**config.mk**
```make
export PLATFORM = sky130hd
export DESIGN_NAME = shift_exec_pipe
export DESIGN_NICKNAME = d
export VERILOG_FILES = /design/src/rtl/shift_exec_pipe.sv
export SDC_FILE = /design/constraint.sdc
export NUM_CORES = 1
export LEC_CHECK = 0
export CORE_UTILIZATION = 60
export CTS_BUF_LIST = sky130_fd_sc_hd__clkbuf_16
export CTS_CLUSTER_DIAMETER = 120
export DETAILED_ROUTE_END_ITERATION = 16
export GPL_ROUTABILITY_DRIVEN = 0
export PLACE_DENSITY = 0.83
export SLEW_MARGIN = 20
export SYNTH_ARGS = -nofsm -noshare
export SYNTH_HDL_FRONTEND = slang
export SYNTH_SLANG_ARGS = --single-unit
```
**constraint.sdc**
```tcl
create_clock -name clk -period 4.8 [get_ports clk]
set_input_delay 0.48 -clock clk [delete_from_list [all_inputs] [get_ports clk]]
set_output_delay 0.48 -clock clk [all_outputs]
set_load 0.02 [all_outputs]
```
**src/rtl/shift_exec_pipe.sv**
```systemverilog
// Two-stage shift unit (LSL/LSR/ASR/ROL) built around one left barrel shifter; result and C/Z/N flags are registered.
// Result appears two cycles after accept; a stalled output freezes stage 2 and lets stage 1 fill once before in_ready drops.
module shift_exec_pipe #(
    parameter int WIDTH = 16,
    parameter int SHW   = 4
) (
    input  logic             clk,
    input  logic             rst_n,
    input  logic             flush,
    input  logic             in_valid,
    output logic             in_ready,
    input  logic [1:0]       op,
    input  logic [WIDTH-1:0] operand,
    input  logic [SHW-1:0]   shamt,
    output logic             out_valid,
    input  logic             out_ready,
    output logic [WIDTH-1:0] result,
    output logic             flag_c,
    output logic             flag_z,
    output logic             flag_n
);

    localparam logic [1:0] OP_LSL = 2'b00;
    localparam logic [1:0] OP_LSR = 2'b01;
    localparam logic [1:0] OP_ASR = 2'b10;
    localparam logic [1:0] OP_ROL = 2'b11;

    function automatic logic [WIDTH-1:0] bit_rev(input logic [WIDTH-1:0] v);
        logic [WIDTH-1:0] r;
        for (int i = 0; i < WIDTH; i++) begin
            r[i] = v[WIDTH-1-i];
        end
        return r;
    endfunction

    // Stage 1 state
    logic             s1_valid_q, s1_valid_d;
    logic [1:0]       op_q, op_d;
    logic [SHW-1:0]   shamt_q, shamt_d;
    logic [WIDTH-1:0] pre_q, pre_d;
    logic             sign_q, sign_d;
    logic             carry_q, carry_d;

    // Stage 2 state
    logic             out_valid_q, out_valid_d;
    logic [WIDTH-1:0] result_q, result_d;
    logic             flag_c_q, flag_c_d;
    logic             flag_z_q, flag_z_d;
    logic             flag_n_q, flag_n_d;

    logic             adv2;
    logic             accept;
    logic             deliver;

    always_comb begin
        adv2     = s1_valid_q & (~out_valid_q | out_ready);
        in_ready = ~s1_valid_q | adv2;
        accept   = in_valid & in_ready;
        deliver  = out_valid_q & out_ready;
    end

    // Stage 1: right shifts are turned into left shifts by reversing the operand;
    // ASR of a negative value additionally inverts so zero fill becomes sign fill.
    logic [WIDTH-1:0] rev_opnd;
    logic [WIDTH-1:0] pre_in;
    logic             carry_in;
    logic [SHW-1:0]   neg_shamt;

    always_comb begin
        rev_opnd  = bit_rev(operand);
        neg_shamt = '0 - shamt;
        pre_in    = operand;
        carry_in  = 1'b0;
        case (op)
            OP_LSR:  pre_in = rev_opnd;
            OP_ASR:  pre_in = operand[WIDTH-1] ? ~rev_opnd : rev_opnd;
            default: pre_in = operand;
        endcase
        if (shamt != '0) begin
            if (op == OP_LSR || op == OP_ASR) begin
                carry_in = operand[shamt - 1'b1];
            end else begin
                carry_in = operand[neg_shamt];
            end
        end
    end

    always_comb begin
        s1_valid_d = s1_valid_q;
        op_d       = op_q;
        shamt_d    = shamt_q;
        pre_d      = pre_q;
        sign_d     = sign_q;
        carry_d    = carry_q;
        if (flush) begin
            s1_valid_d = 1'b0;
        end else if (accept) begin
            s1_valid_d = 1'b1;
            op_d       = op;
            shamt_d    = shamt;
            pre_d      = pre_in;
            sign_d     = (op == OP_ASR) & operand[WIDTH-1];
            carry_d    = carry_in;
        end else if (adv2) begin
            s1_valid_d = 1'b0;
        end
    end

    // Stage 2: logarithmic left barrel shifter plus postconditioning.
    logic [WIDTH-1:0] sh;
    logic [WIDTH-1:0] rol_wrap;
    logic [WIDTH-1:0] res_new;
    logic [SHW-1:0]   neg_shamt_q;

    always_comb begin
        sh = pre_q;
        for (int i = 0; i < SHW; i++) begin
            if (shamt_q[i]) begin
                sh = sh << (1 << i);
            end
        end
        neg_shamt_q = '0 - shamt_q;
        rol_wrap    = pre_q >> neg_shamt_q;
        res_new     = sh;
        case (op_q)
            OP_LSL:  res_new = sh;
            OP_LSR:  res_new = bit_rev(sh);
            OP_ASR:  res_new = sign_q ? ~bit_rev(sh) : bit_rev(sh);
            OP_ROL:  res_new = (shamt_q == '0) ? pre_q : (sh | rol_wrap);
            default: res_new = sh;
        endcase
    end

    always_comb begin
        out_valid_d = out_valid_q;
        result_d    = result_q;
        flag_c_d    = flag_c_q;
        flag_z_d    = flag_z_q;
        flag_n_d    = flag_n_q;
        if (flush) begin
            out_valid_d = 1'b0;
        end else if (adv2) begin
            out_valid_d = 1'b1;
            result_d    = res_new;
            flag_c_d    = carry_q;
            flag_z_d    = (res_new == '0);
            flag_n_d    = res_new[WIDTH-1];
        end else if (deliver) begin
            out_valid_d = 1'b0;
        end
    end

    always_ff @(posedge clk or negedge rst_n) begin
        if (!rst_n) begin
            s1_valid_q  <= 1'b0;
            op_q        <= '0;
            shamt_q     <= '0;
            pre_q       <= '0;
            sign_q      <= 1'b0;
            carry_q     <= 1'b0;
            out_valid_q <= 1'b0;
            result_q    <= '0;
            flag_c_q    <= 1'b0;
            flag_z_q    <= 1'b0;
            flag_n_q    <= 1'b0;
        end else begin
            s1_valid_q  <= s1_valid_d;
            op_q        <= op_d;
            shamt_q     <= shamt_d;
            pre_q       <= pre_d;
            sign_q      <= sign_d;
            carry_q     <= carry_d;
            out_valid_q <= out_valid_d;
            result_q    <= result_d;
            flag_c_q    <= flag_c_d;
            flag_z_q    <= flag_z_d;
            flag_n_q    <= flag_n_d;
        end
    end

    assign out_valid = out_valid_q;
    assign result    = result_q;
    assign flag_c    = flag_c_q;
    assign flag_z    = flag_z_q;
    assign flag_n    = flag_n_q;

endmodule
```
==> impl_results.md <==
* Outcome: finished clean
* CTS Hold Bufs at 0
* Nets at 641
* Leading cell type in the layout, fill and taps excluded: nand2_1
* RSZ-0062 raised after global routing: no
* Number of detailed-route iterations in the first pass at 7
* Slowest cell delay on critical path at 0.85 ns
* CTS-repair resized insts at 0
* Cell family with most CP delay: XOR/XNOR gates
* Netlist cell types at 69
* CTS clock-pin slew for the worst setup and hold paths at 0.06 ns
* Worst-margin pin slew at 1.06 ns
* Critical Path RT at 5.00 ns
* Chip height at 93.9 um
* Register cell area after layout at 1100 um2
* Die Footprint at 8820 um2
* Placed Area at roughly 5400 um2
* CTS tree: built
* Worst Clk Skew at roughly 0.0077 ns
* CP Capture Type: register
* Drc violations at 0
* Insertion delay to the later sink of the worst-skew pair at 0.29 ns
* Ports at 48
* Port bufs at 47
* Initial Util at 62.0%
* Routed Antenna Nets at 0
* Fin crit share at 79.3%
* All-Layer GR Usage at 35.9%
* Setup Total Neg Slack at 0 ns
* Yosys reg bits at 44
* Clock root buffer: clkbuf_16
* Worst setup SP type: register
* Placed Instances at roughly 700
* Setup repair bufs after CTS at 0
* Multi-input gate area at 3600 um2
* Share of layout cells above drive strength 1 at 11.5%
* LEAKAGE at 2.19 nW
* FF-to-FF setup slack at 0.99 ns
* Worst hold path class: in -> async
* Area grow syn2layout at 9.95%
* Grt ovf at 0
* Post-synth EDFFs at 0
* Peak supply drop at approximately 0.00017 V
* Worst-path fanout max at 14
* Core area at between 8000 and 9000 um2
* Largest net degree at the start of global routing at between 40 and 50
* Dominant register cell in the synthesized netlist: dfrtp_1
* Hold WS at 0.184 ns
* Critical path class: reg -> reg
* Final hold vios at 0
* Diode count at 0
* Vias in the first global route at around 4800
* MaxCap Viol Count at 0
* Syn avg cell area at about 8.3 um2
* Clock buffer depth at 2
* Core Rows at 33
* Synth warn at 0
* Post-route insts no fill at 715
* Sequential cell area fraction in the yosys report at 21.7%
* DPL Wire Length at 10.7 mm
* Post-route cell area at 5570 um2
* First-pass GRT wire length at 24.4 mm
* Slew Limit Headroom at between 20% and 30%
* Cells after Synth at 612
* Buffers & Inverters on Critical Path at 1
* Final min period at roughly 3.8 ns
* Max-slew violations at 0
* Worst path cell trace: inv_1 > ha_1 > xor2_1 > mux4_2 > o21ai_0 > nand3b_1 > nor4_1 > nand3_1 > o31ai_1
* Synth async-reset ratio at 100%
* H-tree Lvls at 2
* Setup Viol. Count Final at 0
* Initial antenna violation count at 0
* Vias per cell at 7.16
* Vias at 5118
* Pre-CTS setup slack at 1.07 ns
* Die width at about 94 um
* CP Data Arrival Time at 4.00 ns
* Synth Cell Area at around 5100 um2
* Filler cell count at approximately 660
* Synthesized Nets at between 600 and 700
* Slowest cell on the critical path: xor2_1
* Drt wl/cell at 21.0 um
* Final wirelength at 15.0 mm
* Fmax at 263 MHz
* Num Clock Sinks at 44
* Inserted Clock Buffers at 5
* Pwr per Cell Area at 379 nW/um2
* Commonest cells after routing, fill and taps aside: nand2_1, o21ai_0, nor2_1, clkdlybuf4s50_1, dfrtp_1
* Setup WS post-layout at around 0.99 ns
* DR iter-0 viols at between 600 and 700
==> worst paths after layout <==
check / from / end / depth (start not counted)
setup reg to reg: shamt_q[0] / flag_z / 9
min in group clk: carry_q / flag_c / 2
hold reg to reg: carry_q / flag_c / 2
setup / recovery: shamt_q[0] / flag_z / 9
hold / removal: rst_n / shamt_q[0] / 1
max in group asynchronous: rst_n / carry_q / 1
==> where the power goes <==
part           switching, mW  internal (mW)
Combinational          0.625          0.512
Clock                  0.141          0.244
Sequential             0.142          0.446
==> synthesized netlist by cell type (3+ instances only) <==
| cell type | number | area share [%] |
|---|---|---|
| a31oi_1 | 8 | 0.99 |
| dfrtp_1 | 44 | 22 |
| buf_6 | 5 | 1.1 |
| xor2_1 | 16 | 2.8 |
| o211ai_1 | 4 | 0.59 |
| mux2i_1 | 32 | 6.3 |
| nor2b_1 | 9 | 1.1 |
| clkbuf_1 | 46 | 3.4 |
| o22ai_1 | 7 | 0.86 |
| nand2b_1 | 9 | 1.1 |
| nor3b_1 | 4 | 0.59 |
| a222oi_1 | 4 | 0.79 |
| nand3b_1 | 3 | 0.44 |
| o221ai_1 | 7 | 1.2 |
| nand4_1 | 3 | 0.37 |
| or3b_2 | 3 | 0.52 |
| nand2_1 | 93 | 6.9 |
| a21oi_1 | 39 | 3.9 |
| buf_2 | 7 | 0.69 |
| o31ai_1 | 3 | 0.44 |
| mux4_2 | 34 | 15 |
| nand3_1 | 8 | 0.79 |
| a22oi_1 | 19 | 2.8 |
| ha_1 | 5 | 1.2 |
| o21ai_0 | 57 | 5.6 |
| nor3_1 | 8 | 0.79 |
| xnor2_1 | 14 | 2.4 |
| nor2_1 | 46 | 3.4 |
| mux2_2 | 10 | 2.2 |
| inv_1 | 13 | 0.96 |
==> registers in the layout, summed over array words and instances (netlist names) <==
signal,cells
carry_q,1
flag_c,1
flag_z,1
op_q,2
out_valid,1
pre_q,16
result,16
s1_valid_q,1
shamt_q,4
sign_q,1
==> metrics by stage <==
| step | power (mW) | util (%) |
|---|---|---|
| after detailed placement | 1.69 | 66.1 |
| after floorplan | 1.37 | - |
| final | 2.11 | 68.1 |
| after global placement | 1.65 | 66.1 |
| after CTS | 2.08 | 68.1 |
| after global routing | 2.23 | 68.1 |
==> logic make-up after synthesis <==
logic type / after synthesis / synth area share (%)
multiplexers: 78 / 24.4
flip-flops: 44 / 21.7
adder cells (fa/ha/maj): 5 / 1.23
XOR/XNOR: 31 / 5.51
AND/OR/NAND/NOR: 200 / 18.0
AO/OA/AOI/OAI: 175 / 21.8
buffers and inverters: 79 / 7.26
==> worst register-to-register path, delay by kind of cell, from the launching register on <==
kind | cells | cell delay, ns
adder cells (fa/ha/maj) | 1 | 0.61
XOR/XNOR | 1 | 0.85
multiplexers | 1 | 0.63
buffers and inverters | 1 | 0.39
AO/OA/AOI/OAI | 2 | 0.42
AND/OR/NAND/NOR | 3 | 0.44
flip-flops | 1 | 0.37
==> layout make-up <==
cell class / count / area share, %
Sequential cell: 44 / 19.8
Inverter: 16 / 1.08
Tap cell: 105 / 2.36
Clock buffer: 5 / 2.25
Clock inverter: 3 / 0.764
Multi-Input combinational cell: 489 / 64.6
Timing Repair Buffer: 53 / 9.21
==> routing by layer <==
layer,part of all wire (%),track usage [%]
met3,12,8.33
met2,46,57.1
met1,36,44.9
met4,5.9,19.9
met5,0,0
Power figures use the tool's default switching activity.
